### src/rtl/icache_axi_refill_pkg.sv
// icache_axi_refill_pkg: AXI constants and refill FSM encoding shared by the refill engine
package icache_axi_refill_pkg;
  localparam logic [1:0] AXI_BURST_INCR = 2'b01;
  localparam logic [2:0] AXI_SIZE_4B    = 3'b010;
  localparam logic [1:0] AXI_RESP_OKAY  = 2'b00;
  localparam int         OFFSET_W       = 5;
  typedef enum logic [1:0] {
    REFILL_IDLE,
    REFILL_AR,
    REFILL_R,
    REFILL_DONE
  } refill_state_e;
endpackage

### src/rtl/icache_axi_refill.sv
// icache_axi_refill: turns one ICache miss into an aligned 8-beat AXI INCR burst and returns the assembled line
module icache_axi_refill
  import icache_axi_refill_pkg::*;
#(
  parameter int ADDR_W     = 32,
  parameter int BEAT_W     = 32,
  parameter int LINE_BEATS = 8,
  parameter int ID_W       = 4,
  parameter int AXI_ID     = 0
) (
  input  logic                         clk,
  input  logic                         rst,
  input  logic                         mem_ren_i,
  input  logic [ADDR_W-1:0]            mem_araddr_i,
  output logic                         mem_rvalid_o,
  output logic [BEAT_W*LINE_BEATS-1:0] mem_rdata_o,
  output logic                         err_o,
  output logic [ID_W-1:0]              arid,
  output logic [ADDR_W-1:0]            araddr,
  output logic [7:0]                   arlen,
  output logic [2:0]                   arsize,
  output logic [1:0]                   arburst,
  output logic                         arvalid,
  input  logic                         arready,
  input  logic [ID_W-1:0]              rid,
  input  logic [1:0]                   rresp,
  input  logic [BEAT_W-1:0]            rdata,
  input  logic                         rlast,
  input  logic                         rvalid,
  output logic                         rready
);
  localparam int CNT_W = $clog2(LINE_BEATS);
  refill_state_e state, state_n;
  logic [CNT_W-1:0] cnt;
  logic [LINE_BEATS-1:0][BEAT_W-1:0] line;
  logic beat;
  logic unused_in;
  assign beat         = rvalid && rready;
  assign arvalid      = state == REFILL_AR;
  assign rready       = state == REFILL_R;
  assign mem_rvalid_o = state == REFILL_DONE;
  assign mem_rdata_o  = line;
  assign arid         = ID_W'(AXI_ID);
  assign arlen        = 8'(LINE_BEATS - 1);
  assign arsize       = AXI_SIZE_4B;
  assign arburst      = AXI_BURST_INCR;
  assign unused_in    = ^{rid, mem_araddr_i[OFFSET_W-1:0]};
  always_ff @(posedge clk) begin
    if (!rst) begin
      state  <= REFILL_IDLE;
      araddr <= '0;
      cnt    <= '0;
      line   <= '0;
      err_o  <= 1'b0;
    end else begin
      state <= state_n;
      if (state == REFILL_IDLE && mem_ren_i) araddr <= {mem_araddr_i[ADDR_W-1:OFFSET_W], OFFSET_W'(0)};
      cnt <= (state == REFILL_IDLE) ? '0 : cnt + CNT_W'(beat);
      if (beat) line[cnt] <= rdata;
      // bad response, rlast on a beat other than the last, or a full line without rlast
      if (beat && (rresp != AXI_RESP_OKAY || rlast != (cnt == CNT_W'(LINE_BEATS - 1)))) err_o <= 1'b1;
    end
  end
  always_comb begin
    state_n = state;
    unique case (state)
      REFILL_IDLE: state_n = mem_ren_i ? REFILL_AR : REFILL_IDLE;
      REFILL_AR:   state_n = arready ? REFILL_R : REFILL_AR;
      REFILL_R:    state_n = (beat && rlast) ? REFILL_DONE : REFILL_R;
      REFILL_DONE: state_n = REFILL_IDLE;
      default:     state_n = REFILL_IDLE;
    endcase
  end
endmodule

### config.mk
export PLATFORM = sky130hd
export DESIGN_NAME = icache_axi_refill
export DESIGN_NICKNAME = d
export VERILOG_FILES = /design/src/rtl/icache_axi_refill_pkg.sv /design/src/rtl/icache_axi_refill.sv
export SDC_FILE = /design/constraint.sdc
export NUM_CORES = 1
export LEC_CHECK = 0
export BUFFER_PORTS_ARGS = -buffer_cell sky130_fd_sc_hd__buf_2
export CORE_ASPECT_RATIO = 0.75
export CORE_UTILIZATION = 53
export DETAILED_ROUTE_END_ITERATION = 8
export PLACE_DENSITY = 0.85
export SLEW_MARGIN = 10
export SYNTH_ARGS = -nofsm -noshare
export SYNTH_HDL_FRONTEND = slang
export SYNTH_SLANG_ARGS = --single-unit
### constraint.sdc
create_clock -name clk -period 2.7 [get_ports clk]
set_input_delay 0.135 -clock clk [delete_from_list [all_inputs] [get_ports clk]]
set_output_delay 0.135 -clock clk [all_outputs]
set_load 0.05 [all_outputs]
# Word level (Yosys, flattened, before mapping)
# Index checks and enable logic that the tools add are counted.
# totals
wordCells	37
reg_bits	289
in_bits	76
# classes
add_sub_neg	1
bitwise_logic	1
n_mux	7
n_eq_ne	5
reduce_logical	9
n_lt_le_gt_ge	2
# op_table
op	n
256-bit bitwise mux	1
32-bit demux with 3-bit select	1
32-bit 2-to-1 mux	1
2-bit one-hot mux with 4 select lines	1
1-bit logical AND	5
2-bit == test (second input constant)	2
3-bit by 4-bit < comparator with 1-bit output (second input constant)	1
3-bit by 1-bit adder with 3-bit output	1
3-bit == test (second input constant)	1
3-bit by 1-bit greater-or-equal comparator with 1-bit output (second input constant)	1
2-bit by 1-bit == test with 1-bit output (second input constant)	1
2-bit logical NOT	1
1-bit 2-to-1 mux	2
2-bit 2-to-1 mux	1
2-bit nonzero test	1
2-bit OR reduction	1
1-bit logical OR	1
1-bit inequality test	1
1-bit inverter	1

# Logic depth before layout (Yosys ltp)
# depth
depth_word	5
depth_mapped	6
ltp_nobuf	5

# Worst setup path after synthesis
# OpenSTA, ideal clock, no wires.
# synth_timing
path_type	flip-flop to flip-flop
start	register cnt[2]
end	register line (netlist bit mem_rdata_o[31])
required_time_ps	2574
t_arrival_ps	1653
path_stages_with_launch	7
synth_period_minus_slack_ps	1778
path_slack_ps	922
n_path_buf	3
cell_sequence	dfxtp_1 > or3b_1 > clkbuf_1 > or4b_1 > buf_2 > buf_6 > mux2i_1
# synth_between
elab_chain_len	5
elab_cells_between_ends	6
# synth_lines
element	line_no	text
start, declared	icache_axi_refill.sv:34	logic [CNT_W-1:0] cnt;
start signal, assigned	icache_axi_refill.sv:58	cnt <= (state == REFILL_IDLE) ? '0 : cnt + CNT_W'(beat);
3-bit by 4-bit < comparator with 1-bit output (implied by the code) or 3-bit by 1-bit greater-or-equal comparator with 1-bit output (tied branches)	icache_axi_refill.sv:59	if (beat) line[cnt] <= rdata;
1-bit logical AND (implied by the code)	icache_axi_refill.sv:59	
32-bit 2-to-1 mux (implied by the code)	icache_axi_refill.sv:59	
32-bit demux with 3-bit select (*)	icache_axi_refill.sv:59	
256-bit bitwise mux (*)	icache_axi_refill.sv:59	
end signal, assigned by index	icache_axi_refill.sv:59	
end, declared	icache_axi_refill.sv:35	logic [LINE_BEATS-1:0][BEAT_W-1:0] line;
# Every way passes the cells marked *; elsewhere a longest branch is shown, timed or not.
# A chain may end at the register's enable or synchronous reset.

# Final worst setup path
# layout_timing
start	register state[0]
end	register line (netlist bit mem_rdata_o[30])
# layout_between
elab_chain_len	2
# layout_lines
element	line_no	text
start, declared	icache_axi_refill.sv:33	refill_state_e state, state_n;
start signal, assigned	icache_axi_refill.sv:56	state <= state_n;
2-bit == test	icache_axi_refill.sv:40	assign rready = state == REFILL_R;
1-bit logical AND	icache_axi_refill.sv:38	assign beat = rvalid && rready;
# No other way between the ends.

==> run_results.csv <==
group,metric,value,unit
status,status,"complete, no violations",
layout,drive_gt1_frac,0.3002,
synthesis,ys_types,29,
floorplanning,ios,385,
layout,area_growth,29.59,%
routing,via_per_inst,5.188,
global_routing,grt_max_degree,71,
power,p_per_area,628.7,nW/µm²
clocking,cts_made_buffers,27,
sta,hold_ws,40.32,ps
setup_path,arrival,2680,ps
power,power,8.625,mW
setup_path,r2r-end,"mem_rdata_o[30]",
setup_path,crit_required,3120,ps
floorplanning,rows,44,
routing,dr.pass1.iters,5,
layout,seq_area,5786,µm²
synthesis,ys_warn_count,0,
routing,drcViolationCount,0,
global_routing,antenna_found_initial,1,
sta,min_period,2260,ps
min_path,worstHoldEndpoint,"state[0]",
routing,ant_nets,0,
placement,post_dp_cell_area,12560,µm²
sta,fin_setup_tns,0,ps
clocking,cts_num_sinks,289,
power,vdd_drop_max,0.0006119,V
floorplanning,fp.dieH,124.4,µm
placement,hpwlAfterDp,19.41,mm
clocking,cts.htree.levels,1,
sta,hold_viol,0,
setup_path,crit_fanout,17,
sta,finalCritPeriodShare,0.8370,
min_path,min_path_type,"input pin to register",
min_path,min_from,"rvalid",
global_routing,grt_pass1_wl,45.30,mm
synthesis,synth_seq_cells,289,
setup_path,start_kind,"register",
synthesis,ys_seq_area_frac,0.5465,
layout,fin_nets,1492,
routing,wl_per_cell,17.59,µm
floorplanning,dieArea,20550,µm²
routing,drtIter0Drc,494,
clocking,cts_tree,"yes",
clocking,post-cts-setup-buffers,0,
setup_path,crit_path_end_kind,"register",
power,p_leak,6.438,nW
sta,fin_ws,440.0,ps
clocking,ctsLongestPathBuffers,3,
global_routing,grt.total_usage,0.2801,
sta,finalClockSkew,16.51,ps
synthesis,syn_area_per_cell,10.12,µm²
floorplanning,dieWidth,165.2,µm
clocking,clk_latency,520,ps
clocking,clk_pin_slew,60,ps
global_routing,grt_pass1_vias,8501,
placement,place_congestion,0.8337,
min_path,hold_depth,3,
setup_path,r2r.worst_path.cells,4,
sta,relSlewSlack,0.6083,
layout,nFillCells,1392,
sta,fmax,442.5,MHz
setup_path,r2r_start,"state[0]",
floorplanning,start_util,0.5447,
routing,num_vias,8731,
routing,finalWirelength,29.61,mm
global_routing,grt_overflow,0,
sta,rsz0062_at_grt,"false",
run,maxCapViolCount,0,
sta,finalMaxSlewViolations,0,
setup_path,rrSetupSlack,440,ps
layout,fin_area,13720,µm²
synthesis,syn_inst,1046,
placement,io_buffers,353,
sta,tightest_slew,587.6,ps
sta,finalSetupViolCount,0,
setup_path,path_class,"register to register",
layout,multiInputGateArea,4439,µm²
floorplanning,core_area,19430,µm²
synthesis,synth_area,10590,µm²
clocking,clock_tree.root_cell,"clkbuf_16",
placement,place_ws,498.7,ps
-- cell type report --
type | instances | share of cell area
Tap cell | 253 | 0.02307
Multi-Input combinational cell | 685 | 0.3236
Clock buffer | 36 | 0.05463
Antenna cell | 1 | 0.0001824
Timing Repair Buffer | 411 | 0.1695
Sequential cell | 289 | 0.4217
Clock inverter | 8 | 0.007296
-- synth_stat cells --
| cell | number | area share |
|---|---|---|
| buf_4 | 22 | 0.016 |
| buf_6 | 3 | 0.0032 |
| nor3b_2 | 1 | 0.0012 |
| dfxtp_1 | 289 | 0.55 |
| and2_1 | 4 | 0.0024 |
| o21a_1 | 2 | 0.0014 |
| and3b_1 | 1 | 0.00083 |
| nand2b_1 | 2 | 0.0012 |
| ha_1 | 2 | 0.0024 |
| nand3_1 | 2 | 0.00095 |
| nor2b_1 | 3 | 0.0018 |
| conb_1 | 2 | 0.00071 |
| nand3b_1 | 2 | 0.0014 |
| or4b_2 | 1 | 0.00095 |
| or4b_1 | 1 | 0.00095 |
| xor2_1 | 2 | 0.0017 |
| nor3_2 | 1 | 0.00095 |
| nor2_1 | 4 | 0.0014 |
| or3b_1 | 1 | 0.00083 |
| clkbuf_1 | 45 | 0.016 |
| mux2i_1 | 256 | 0.24 |
| a21boi_0 | 27 | 0.019 |
| nand2_1 | 343 | 0.12 |
| and4b_1 | 1 | 0.00095 |
| buf_2 | 22 | 0.010 |
| o21ai_0 | 1 | 0.00047 |
| nor3_1 | 2 | 0.00095 |
| or3b_2 | 1 | 0.00083 |
| a21oi_1 | 3 | 0.0014 |
-- registers in the layout, summed over array words and instances, names as in the netlist --
register	cells
araddr	27
mem_rdata_o	256
state	2
cnt	3
err_o	1
-- cell usage in the layout, fill, tap and decap left out, types with 2 or more instances in the layout --
cell / synthesis / layout
buf_4: 22 / 24
a21oi_1: 3 / 3
dfxtp_1: 289 / 289
nand2_1: 343 / 343
clkbuf_8: 0 / 5
clkbuf_1: 45 / 5
nor2b_1: 3 / 3
a21boi_0: 27 / 27
dlygate4sd3_1: 0 / 31
nand2b_1: 2 / 2
o21a_1: 2 / 2
clkinv_2: 0 / 2
buf_2: 22 / 352
and2_1: 4 / 4
ha_1: 2 / 2
mux2i_1: 256 / 256
nand3b_1: 2 / 2
nor2_4: 0 / 4
buf_12: 0 / 3
clkinvlp_4: 0 / 4
nand3_1: 2 / 2
or4b_2: 1 / 2
clkbuf_16: 0 / 27
bufinv_16: 0 / 2
conb_1: 2 / 22
xor2_1: 2 / 2
-- routing by layer --
layer  GRT usage  wire length [µm]  part of all wire  vias up
li1            -                 -                 -     4126
met1      0.3343             12160              0.41     4194
met2      0.4878             14390              0.49      336
met3     0.06693              2093             0.071       75
met4     0.09282               964             0.033        0
met5           0                 0                 0        -
-- worst max-delay path, stage by stage, from the launching register on --
cell and delay [ps]:
dfxtp_1 410, or3b_1 560, or4b_2 690, buf_4 260
mux2i_1 220
-- worst max-delay path by stage --
stage	depth (start not counted)	from	end	slack, ps
6_report	4	state[0]	mem_rdata_o[30]	440
4_1_cts	4	state[0]	mem_rdata_o[30]	470
3_5_place_dp	4	state[0]	mem_rdata_o[10]	500
2_1_floorplan	6	cnt[2]	mem_rdata_o[31]	920
5_1_grt	4	state[0]	mem_rdata_o[30]	350
3_3_place_gp	4	state[0]	mem_rdata_o[31]	540
-- power by group --
group          internal (mW)  switching, mW
registers               4.30         0.0260
logic                  0.162          0.457
clock network           2.12           1.55
total                   6.59           2.04
-- logic make-up after synthesis --
family,after synthesis,synth area share
AO/OA/AOI/OAI,33,0.02245
multiplexers,256,0.2421
buffers and inverters,92,0.04515
XOR/XNOR,2,0.001655
other,2,0.0007094
AND/OR/NAND/NOR,370,0.1391
adder cells (fa/ha/maj),2,0.002363
flip-flops,289,0.5465
-- what timing repair did --
item	4_1_cts	5_1_grt
hold buffers	31	0
hold endpoints to repair	29	0
gates resized for setup	0	0
-- through the flow --
| step | cells | util |
|---|---|---|
| after floorplan | 1066 | - |
| after global placement | 1607 | 0.6462 |
| after detailed placement | 1607 | 0.6462 |
| after CTS | 1682 | 0.7058 |
| after global routing | 1683 | 0.7060 |
| final | 1683 | 0.7060 |
(Power assumes the default switching activity.)
